$ cat config.mk
export PLATFORM = sky130hd
export DESIGN_NAME = ps2_arrow_key_sequencer
export DESIGN_NICKNAME = d
export VERILOG_FILES = /design/src/rtl/ps2_arrow_key_sequencer.sv
export SDC_FILE = /design/constraint.sdc
export NUM_CORES = 1
export LEC_CHECK = 0
export ABC_AREA = 1
export BUFFER_PORTS_ARGS = -buffer_cell sky130_fd_sc_hd__buf_2
export CAP_MARGIN = 20
export CORE_MARGIN = 3
export CORE_UTILIZATION = 48
export CTS_BUF_LIST = sky130_fd_sc_hd__clkbuf_16
export DETAILED_ROUTE_END_ITERATION = 6
export PLACE_DENSITY = 0.77
export SLEW_MARGIN = 40
export SYNTH_ARGS = -nofsm -noshare
export SYNTH_HDL_FRONTEND = slang
export SYNTH_SLANG_ARGS = --single-unit
$ cat constraint.sdc
create_clock -name clock -period 1.8 [get_ports clock]
set_input_delay 0.36 -clock clock [delete_from_list [all_inputs] [get_ports clock]]
set_output_delay 0.36 -clock clock [all_outputs]
set_load 0.01 [all_outputs]
$ cat src/rtl/ps2_arrow_key_sequencer.sv
`default_nettype none
// ==== ps2_arrow_key_sequencer: PS/2 arrow make/break decoder, held bitmap, press-event FIFO ====
// ==== Optional: define PS2_SEQ_TYPEMATIC_EN to queue auto-repeat makes too.  Rev 1.0        ====
module ps2_arrow_key_sequencer #(
  parameter int FIFO_DEPTH     = 4,
  parameter int PREFIX_TIMEOUT = 1_000_000
) (
  input  logic       clock,
  input  logic       reset,
  input  logic [7:0] received_data,
  input  logic       received_data_en,
  input  logic       check_input,
  output logic [3:0] held,
  output logic       event_valid,
  output logic [1:0] event_key,
  input  logic       event_ready,
  output logic       overflow
);

  localparam int c_AW = (FIFO_DEPTH > 1) ? $clog2(FIFO_DEPTH) : 1;
  localparam int c_TW = (PREFIX_TIMEOUT > 1) ? $clog2(PREFIX_TIMEOUT) : 1;
  localparam logic [c_TW-1:0] c_TIMEOUT_LAST = c_TW'(PREFIX_TIMEOUT - 1);
  localparam logic [c_AW:0]   c_DEPTH        = (c_AW + 1)'(FIFO_DEPTH);
  localparam logic [c_AW:0]   c_ONE          = (c_AW + 1)'(1);
  localparam logic [7:0]      c_EXT_CODE     = 8'hE0;
  localparam logic [7:0]      c_BRK_CODE     = 8'hF0;

  typedef enum logic [1:0] {
    ST_IDLE    = 2'd0,
    ST_EXT     = 2'd1,
    ST_BRK     = 2'd2,
    ST_EXT_BRK = 2'd3
  } state_t;

  state_t            r_state, w_state_next;
  logic [c_TW-1:0]   r_timer;
  logic [3:0]        r_held;
  logic [1:0]        r_mem [FIFO_DEPTH];
  logic [c_AW-1:0]   r_wr_ptr, r_rd_ptr;
  logic [c_AW:0]     r_count;
  logic              r_event_valid;
  logic [1:0]        r_event_key;
  logic              r_overflow;

  logic              w_is_arrow;
  logic [1:0]        w_arrow_key;
  logic              w_make, w_break, w_timeout;
  logic              w_push, w_pop, w_full, w_push_ok;
  logic [c_AW:0]     w_count_next;
  logic [c_AW-1:0]   w_rd_next;
  logic [1:0]        w_head_next;

  always_comb begin
    w_is_arrow  = 1'b1;
    w_arrow_key = 2'd0;
    case (received_data)
      8'h6B:   w_arrow_key = 2'd0;
      8'h74:   w_arrow_key = 2'd1;
      8'h72:   w_arrow_key = 2'd2;
      8'h75:   w_arrow_key = 2'd3;
      default: w_is_arrow  = 1'b0;
    endcase
  end

  assign w_timeout = (r_state != ST_IDLE) && (r_timer == c_TIMEOUT_LAST);

  always_ff @(posedge clock or posedge reset) begin
    if (reset) r_state <= ST_IDLE;
    else       r_state <= w_state_next;
  end

  // A strobe always wins over a timeout landing in the same cycle.
  always_comb begin
    w_state_next = r_state;
    w_make       = 1'b0;
    w_break      = 1'b0;
    if (received_data_en) begin
      case (r_state)
        ST_IDLE: begin
          if (received_data == c_EXT_CODE)      w_state_next = ST_EXT;
          else if (received_data == c_BRK_CODE) w_state_next = ST_BRK;
          else                                  w_state_next = ST_IDLE;
        end
        ST_EXT: begin
          if (received_data == c_BRK_CODE)      w_state_next = ST_EXT_BRK;
          else if (received_data == c_EXT_CODE) w_state_next = ST_EXT;
          else begin
            w_make       = w_is_arrow;
            w_state_next = ST_IDLE;
          end
        end
        ST_EXT_BRK: begin
          w_break      = w_is_arrow;
          w_state_next = ST_IDLE;
        end
        default: w_state_next = ST_IDLE;
      endcase
    end else if (w_timeout) begin
      w_state_next = ST_IDLE;
    end
  end

  always_ff @(posedge clock or posedge reset) begin
    if (reset)                           r_timer <= '0;
    else if (received_data_en || w_timeout
             || r_state == ST_IDLE)      r_timer <= '0;
    else                                 r_timer <= r_timer + c_TW'(1);
  end

  always_ff @(posedge clock or posedge reset) begin
    if (reset) begin
      r_held <= 4'b0000;
    end else if (w_make) begin
      r_held[w_arrow_key] <= 1'b1;
    end else if (w_break) begin
      r_held[w_arrow_key] <= 1'b0;
    end
  end

`ifdef PS2_SEQ_TYPEMATIC_EN
  assign w_push = w_make && check_input;
`else
  assign w_push = w_make && check_input && !r_held[w_arrow_key];
`endif

  assign w_pop     = r_event_valid && event_ready;
  assign w_full    = (r_count == c_DEPTH);
  assign w_push_ok = w_push && (!w_full || w_pop);
  assign w_rd_next = w_pop ? r_rd_ptr + c_AW'(1) : r_rd_ptr;

  always_comb begin
    w_count_next = r_count;
    if (w_push_ok && !w_pop)      w_count_next = r_count + c_ONE;
    else if (!w_push_ok && w_pop) w_count_next = r_count - c_ONE;
  end

  // The new head may be the entry being written this very cycle.
  assign w_head_next = (w_push_ok && (w_rd_next == r_wr_ptr)) ? w_arrow_key
                                                              : r_mem[w_rd_next];

  always_ff @(posedge clock) begin
    if (w_push_ok) r_mem[r_wr_ptr] <= w_arrow_key;
  end

  always_ff @(posedge clock or posedge reset) begin
    if (reset) begin
      r_wr_ptr      <= '0;
      r_rd_ptr      <= '0;
      r_count       <= '0;
      r_event_valid <= 1'b0;
      r_event_key   <= 2'd0;
      r_overflow    <= 1'b0;
    end else begin
      if (w_push_ok) r_wr_ptr <= r_wr_ptr + c_AW'(1);
      r_rd_ptr      <= w_rd_next;
      r_count       <= w_count_next;
      r_event_valid <= (w_count_next != '0);
      r_event_key   <= (w_count_next != '0) ? w_head_next : 2'd0;
      if (w_push && w_full && !w_pop) r_overflow <= 1'b1;
    end
  end

  assign held        = r_held;
  assign event_valid = r_event_valid;
  assign event_key   = r_event_key;
  assign overflow    = r_overflow;

endmodule
`default_nettype wire

==> metrics.txt, run 1 <==
status complete, but fails checks; failing checks negative setup slack; Setup violations, final 11; vias in the first global route 2239; Hold Path Class in -> async; Post-CTS Hold Buffers 0; Slew Limit Headroom 68.8%; Layout area overhead 33.6%; min Tclk post-route 1.88 ns; Avg Inst Size Synth 8.40 um^2; Ys Warns 0; Seq/Total Area, Yosys 45.2%; Worst-path clk slew 0.06 ns; RSZ-0062 raised after global routing yes; Setup crit start kind flop; Post-synth top flop dfrtp_1; Worst Path Arrival 2.05 ns; Peak VDD IR 0.000411 V; distinct cell type count after synthesis 41; leakage 1.62 nW; final net count 398; Total GRT Usage 18.5%; H-Tree Depth 2; R2R Setup Slk -0.08 ns; largest net degree at the start of global routing 38; die footprint 6290 um^2; wire length per cell 12.6 um; crit path cell chain ha_2 -> nand2_2 -> nor2_4 -> nand2_2 -> nor2_4 -> nand3_2 -> nor2_2 -> nand2_2 -> nor2_4 -> inv_2 -> nor2_2 -> nand2_1 -> o21ai_1 -> a21oi_1; post-route DRC violation count 0; Site Rows 26; Final Power 3.09 mW; CP peak stage delay 0.36 ns; worst hold slack 0.173 ns; number of flops mapped to enable cells by yosys 8; endpoint type of the worst setup path flop; Congestion Overflow GR 0; RR Endpoint r_timer[14]; Die H 79.3 um; Post-Route Utilization 67.0%; synthesized area 2580 um^2; initial antenna violation count 0; footprint of the multi-input gates 1370 um^2; slowest stage cell, crit path dfrtp_1; Synth Net Count 328; R2R depth 14; FF-to-FF Start r_timer[0]; Final Wtd Congestion 0.853; peak fanout along the critical path 4; via count 2234; I/O pin count 21; pwr dens 897 nW/um^2; Post-DP HPWL 3850 um; CTS tree built; max-slew violations 0; Initial Util 50.2%; register area 1170 um^2; Layout Skew 0.00473 ns; First-pass DRT Iterations 4; Post-synth ARST share 82.2%; layout cell share with drive strength beyond 1 36.0%; Final Hold Fails 0; synthesis-stage register bit count 45; 1st-iter DRT viols 94; Antenna Nets Post-Route 0; Via density 4.99; Worst Path Required 1.97 ns; Clk Tree Root Cell clkbuf_16; Slew @ Worst Pin 0.468 ns; clk sink count 45; count of input and output buffers 20; worst skew pair latency 0.29 ns; fill cell count 413; fmax 0.531 GHz; final worst setup slack -0.0818 ns; max-cap violations 0; DIE WIDTH 79.3 um; diode count 0; period utilization 105%; worst path bufs/invs 1; CORE AREA 5140 um^2; Post-Synthesis Cells 307; CTS max path bufs 2; largest delay contributor family on the critical path simple AND/OR/NAND/NOR gates; CTS Buf Count 5; CP Class reg -> reg; first-pass GRT wire length 9160 um; DRT Wirelength 5640 um
[worst reg2reg max path, stage by stage (launching register included)]
cell and delay, ns:
dfrtp_1 0.36, ha_2 0.20, nand2_2 0.07, nor2_4 0.11
nand2_2 0.07, nor2_4 0.12, nand3_2 0.10, nor2_2 0.12
nand2_2 0.12, nor2_4 0.12, inv_2 0.04, nor2_2 0.10
nand2_1 0.07, o21ai_1 0.12, a21oi_1 0.05
[cell usage in the layout (no fill, tap or decap), drive strengths merged]
cell | synthesis | layout
a221oi | 1 | 1
xnor2 | 6 | 6
a21o | 1 | 1
nand3 | 17 | 17
a32o | 2 | 2
nand2 | 67 | 67
clkbuf | 0 | 5
nor3b | 1 | 1
clkinv | 3 | 4
o21a | 3 | 3
a211oi | 1 | 1
dfrtp | 37 | 37
nand4 | 5 | 5
inv | 44 | 45
edfxtp | 8 | 8
nor2 | 47 | 47
or2 | 1 | 1
a21oi | 13 | 13
nor3 | 9 | 9
buf | 1 | 63
ha | 8 | 8
o22a | 2 | 2
bufinv | 0 | 2
o21ai | 21 | 21
xor2 | 5 | 5
o22ai | 1 | 1
and2 | 1 | 1
nor4 | 2 | 2
[timing repair]
| action | in CTS | in global routing |
|---|---|---|
| resized for setup | 12 | 38 |
| buffers inserted | 1 | 8 |
| endpoints found under the setup margin | 15 | 32 |
| gates cloned | 0 | 1 |
| pin swaps | 2 | 7 |
[worst max path at each step]
| stage | startpoint | slack (ns) | end | depth (start not counted) |
|---|---|---|---|---|
| 3_3_place_gp | received_data[5] | -0.12 | r_mem[3][0] | 12 |
| 5_1_grt | r_timer[0] | -0.22 | r_timer[19] | 11 |
| 6_report | r_timer[0] | -0.08 | r_timer[14] | 14 |
| 3_5_place_dp | received_data[5] | -0.24 | r_mem[2][1] | 12 |
| 2_1_floorplan | received_data[7] | -0.006 | r_mem[0][0] | 12 |
| 4_1_cts | r_timer[0] | -0.06 | r_timer[14] | 14 |
[cell families (layout without fill, tap and decap cells)]
kind of cell / count (synthesis) / in the layout / share of synthesized area [%]
buffers and inverters: 48 / 119 / 7.23
AND/OR/NAND/NOR: 150 / 150 / 29.7
flip-flops: 45 / 45 / 45.2
XOR/XNOR: 11 / 11 / 3.74
AO/OA/AOI/OAI: 45 / 45 / 10.2
adder cells (fa/ha/maj): 8 / 8 / 3.88
[layer usage]
layer  wire, um  GRT usage, %  vias to the layer above
li1           -             -                     1139
met1       2370          21.1                     1054
met2       3020          33.8                       36
met3        161          3.74                        5
met4         80          6.87                        0
met5          0             0                        -
[cell type report]
cell class | instances | area share, %
multi-input cells | 214 | 39.8
flip-flops and latches | 45 | 33.9
repair buffers | 63 | 12.6
inverters | 47 | 5.45
clock buffers | 5 | 3.63
well taps | 70 | 2.54
clock inverters | 3 | 1.89
repair inverters | 1 | 0.182
[flip-flops by register name, indices dropped and copies added, names as in the netlist, named ones only]
signal and count:
event_key 2, event_valid 1, overflow 1, r_count 3
r_mem 8, r_rd_ptr 2, r_state 2, r_timer 20
r_wr_ptr 2
[synth_stat cells (2+ instances only)]
cell type  number  area, um^2
a21oi_1        13        65.1
a32o_1          2        20.0
clkinv_2        2        10.0
dfrtp_1        37         926
edfxtp_1        8         240
ha_1            8         100
inv_1          39         146
inv_2           4        15.0
nand2_1        57         214
nand2_2         9        56.3
nand3_1        14        70.1
nand3_2         3        30.0
nand4_1         4        25.0
nor2_1         37         139
nor2_2          6        37.5
nor2_4          3        33.8
nor3_1          7        35.0
o21a_1          3        22.5
o21ai_0        19        95.1
o22a_1          2        17.5
xnor2_1         6        52.6
xor2_1          5        43.8
[metrics by stage]
step                      cell area (um^2)  setup WS, ns  TNS (ns)  std cells
after floorplan                       2580      -0.00619   -0.0495        307
after global placement                3020        -0.123     -1.27        430
after detailed placement              3020        -0.236     -2.58        430
after CTS                             3250       -0.0552   -0.0552        439
after global routing                  3440        -0.225     -2.32        448
final                                 3440       -0.0818    -0.341        448
[where the power goes]
part	switching, mW	internal (mW)
logic	0.432	0.319
clock network	0.378	0.792
registers	0.0530	1.12
(Power assumes the default switching activity.)
==> inputs of run 2 (changes only) <==
--- a/config.mk
+++ b/config.mk
@@ -13,6 +13,7 @@
 export CTS_BUF_LIST = sky130_fd_sc_hd__clkbuf_16
 export DETAILED_ROUTE_END_ITERATION = 6
 export PLACE_DENSITY = 0.77
+export SKIP_CTS_REPAIR_TIMING = 1
 export SLEW_MARGIN = 40
 export SYNTH_ARGS = -nofsm -noshare
 export SYNTH_HDL_FRONTEND = slang
==> metrics.txt, run 2 (same netlist as run 1, synthesis figures left out) <==
Worst-path clk slew 0.06 ns (about the same); Peak VDD IR 0.000395 V (-4.0%); peak fanout along the critical path 4 (unchanged); Final Cell Area 3630 um^2 (+5.3%); DRT Wirelength 5990 um (+6.3%); H-Tree Depth 2 (unchanged); Via density 5.03 (+0.80%); die footprint 6290 um^2 (unchanged); FF-to-FF Start r_timer[0]; crit path cell chain ha_2 -> nand2_2 -> nor2_4 -> nand2_2 -> nor2_4 -> nand3_2 -> nor2_4 -> nand2_4 -> nor2_4 -> inv_2 -> nor2_2 -> nand2_1 -> o21ai_1 -> a21oi_1; layout cell share with drive strength beyond 1 42.8% (+6.8 points); min Tclk post-route 1.95 ns (+0.0659 ns); I/O pin count 21 (unchanged); max-slew violations 0 (unchanged); slowest stage cell, crit path dfrtp_1; Cell Count, Final, Fillers Out 453 (+1.1%); first-pass GRT wire length 8940 um (-2.3%); CP peak stage delay 0.36 ns (about the same); Worst Path Arrival 2.12 ns (+0.07 ns); Slew @ Worst Pin 0.471 ns (+0.00331 ns); Congestion Overflow GR 0 (unchanged); Total GRT Usage 18.0% (-0.43 points); Setup violations, final 21 (+10); wire length per cell 13.2 um (+5.2%); final worst setup slack -0.148 ns (-0.0659 ns); footprint of the multi-input gates 1470 um^2 (+6.9%); Initial Util 50.2% (unchanged); worst skew pair latency 0.29 ns (about the same); CP startpoint r_timer[0]; via count 2277 (+1.9%); max-cap violations 0 (unchanged); Final Wtd Congestion 0.853 (unchanged); biggest regs r_timer: 20 flops, r_mem: 8 flops, r_count: 3 flops; endpoint type of the worst setup path flop; worst path bufs/invs 1 (unchanged); commonest non-fill, non-tap cells in the layout 48 x nand2_1, 41 x buf_4, 37 x dfrtp_1, 36 x inv_1, 21 x nor2_1; fill cell count 388 (-6.1%); CP Class reg -> reg; Hold Path Class in -> async; Setup crit start kind flop; CTS tree built; most used routing layer met2; count of input and output buffers 20 (unchanged); commonest non-fill, non-tap cell in the layout nand2_1; Most common cell on crit path nor2_4; Post-DP HPWL 3850 um (unchanged); diode count 0 (unchanged); failing checks negative setup slack; CTS max path bufs 2 (unchanged); largest net degree at the start of global routing 38 (unchanged); Post-DP Area 3020 um^2 (unchanged); R2R Setup Slk -0.15 ns (-0.07 ns); Layout Skew 0.00282 ns (-0.00191 ns); Antenna Nets Post-Route 0 (unchanged); dpl cells 430 (unchanged); largest delay contributor family on the critical path simple AND/OR/NAND/NOR gates; leakage 1.72 nW (+6.2%); CTS Buf Count 5 (unchanged); status complete, but fails checks; post-route DRC violation count 0 (unchanged); Final Power 3.14 mW (+1.6%); vias in the first global route 2197 (-1.9%); largest reg by FF count r_timer; Worst Path Required 1.97 ns (about the same); period utilization 108% (+3.7 points); RSZ-0062 raised after global routing yes; Layout area overhead 40.7%; Largest register FFs 20 (unchanged); initial antenna violation count 0 (unchanged); fmax 0.513 GHz (-3.4%); 1st-iter DRT viols 93 (-1.1%); Slew Limit Headroom 68.6% (-0.22 points); Site Rows 26 (unchanged); First-pass DRT Iterations 4 (unchanged); M1 GR Usage 20.8% (-0.36 points); final net count 403 (+1.3%); met3 GRT Util 3.74% (unchanged); grt met2 use 32.7% (-1.1 points); register area 1170 um^2 (unchanged); pwr dens 865 nW/um^2 (-3.6%); CORE AREA 5140 um^2 (unchanged); DIE WIDTH 79.3 um (unchanged); clk sink count 45 (unchanged); Final Hold Fails 0 (unchanged); Clk Tree Root Cell clkbuf_16; Die H 79.3 um (unchanged)
## run 2: cell count changes in the layout (fill, tap and decap cells not counted), moves of 3 or more
cell / previous run / this run
nor2_2: 4 / 14
a21oi_2: 1 / 6
nor2_1: 30 / 21
buf_12: 0 / 3
o21ai_2: 2 / 5
a21oi_1: 12 / 7
## run 2: routing by layer
metal | part of all wire, % | vias up
li1 | - | 1153
met1 | 42 | 1092
met2 | 54 | 25
met3 | 2.5 | 7
met4 | 1.7 | 0
met5 | 0 | -
## run 2: final timing paths
check	end	depth (start not counted)
max	r_timer[14]	14
min	event_valid	3
max reg2reg	r_timer[14]	14
min reg2reg	overflow	1
max in group asynchronous	r_timer[2]	3
min in group clock	r_state[0]	3
## run 2: final cells by class
| type | count | share of cell area (%) |
|---|---|---|
| Sequential cell | 45 | 32.1 |
| Clock buffer | 5 | 3.45 |
| Multi-Input combinational cell | 214 | 40.5 |
| Inverter | 47 | 5.17 |
| Timing Repair inverter | 1 | 0.310 |
| Clock inverter | 3 | 1.79 |
| Tap cell | 70 | 2.41 |
| Timing Repair Buffer | 68 | 14.2 |
## run 2: power breakdown
| group | switching, mW | internal, mW | total [mW] |
|---|---|---|---|
| combinational | 0.449 | 0.344 | 0.793 |
| clock | 0.384 | 0.793 | 1.18 |
| sequential | 0.0526 | 1.12 | 1.17 |
## run 2: worst register-to-register path, stage by stage, from the launching register on
cell	delay, ns
dfrtp_1	0.36
ha_2	0.20
nand2_2	0.07
nor2_4	0.15
nand2_2	0.08
nor2_4	0.11
nand3_2	0.12
nor2_4	0.14
nand2_4	0.10
nor2_4	0.11
inv_2	0.05
nor2_2	0.10
nand2_1	0.07
o21ai_1	0.12
a21oi_1	0.05
## run 2: per-stage QoR
step	setup TNS, ns	hold slack (ns)	utilization (%)	worst slack [ns]
CTS	-0.623	0.196	62.4	-0.152
global route	-4.92	0.212	70.6	-0.267
detailed placement	-2.58	0.447	58.7	-0.236
floorplan	-0.0495	0.433	-	-0.00619
finish	-2.19	0.178	70.6	-0.148
global placement	-1.27	0.442	58.7	-0.123
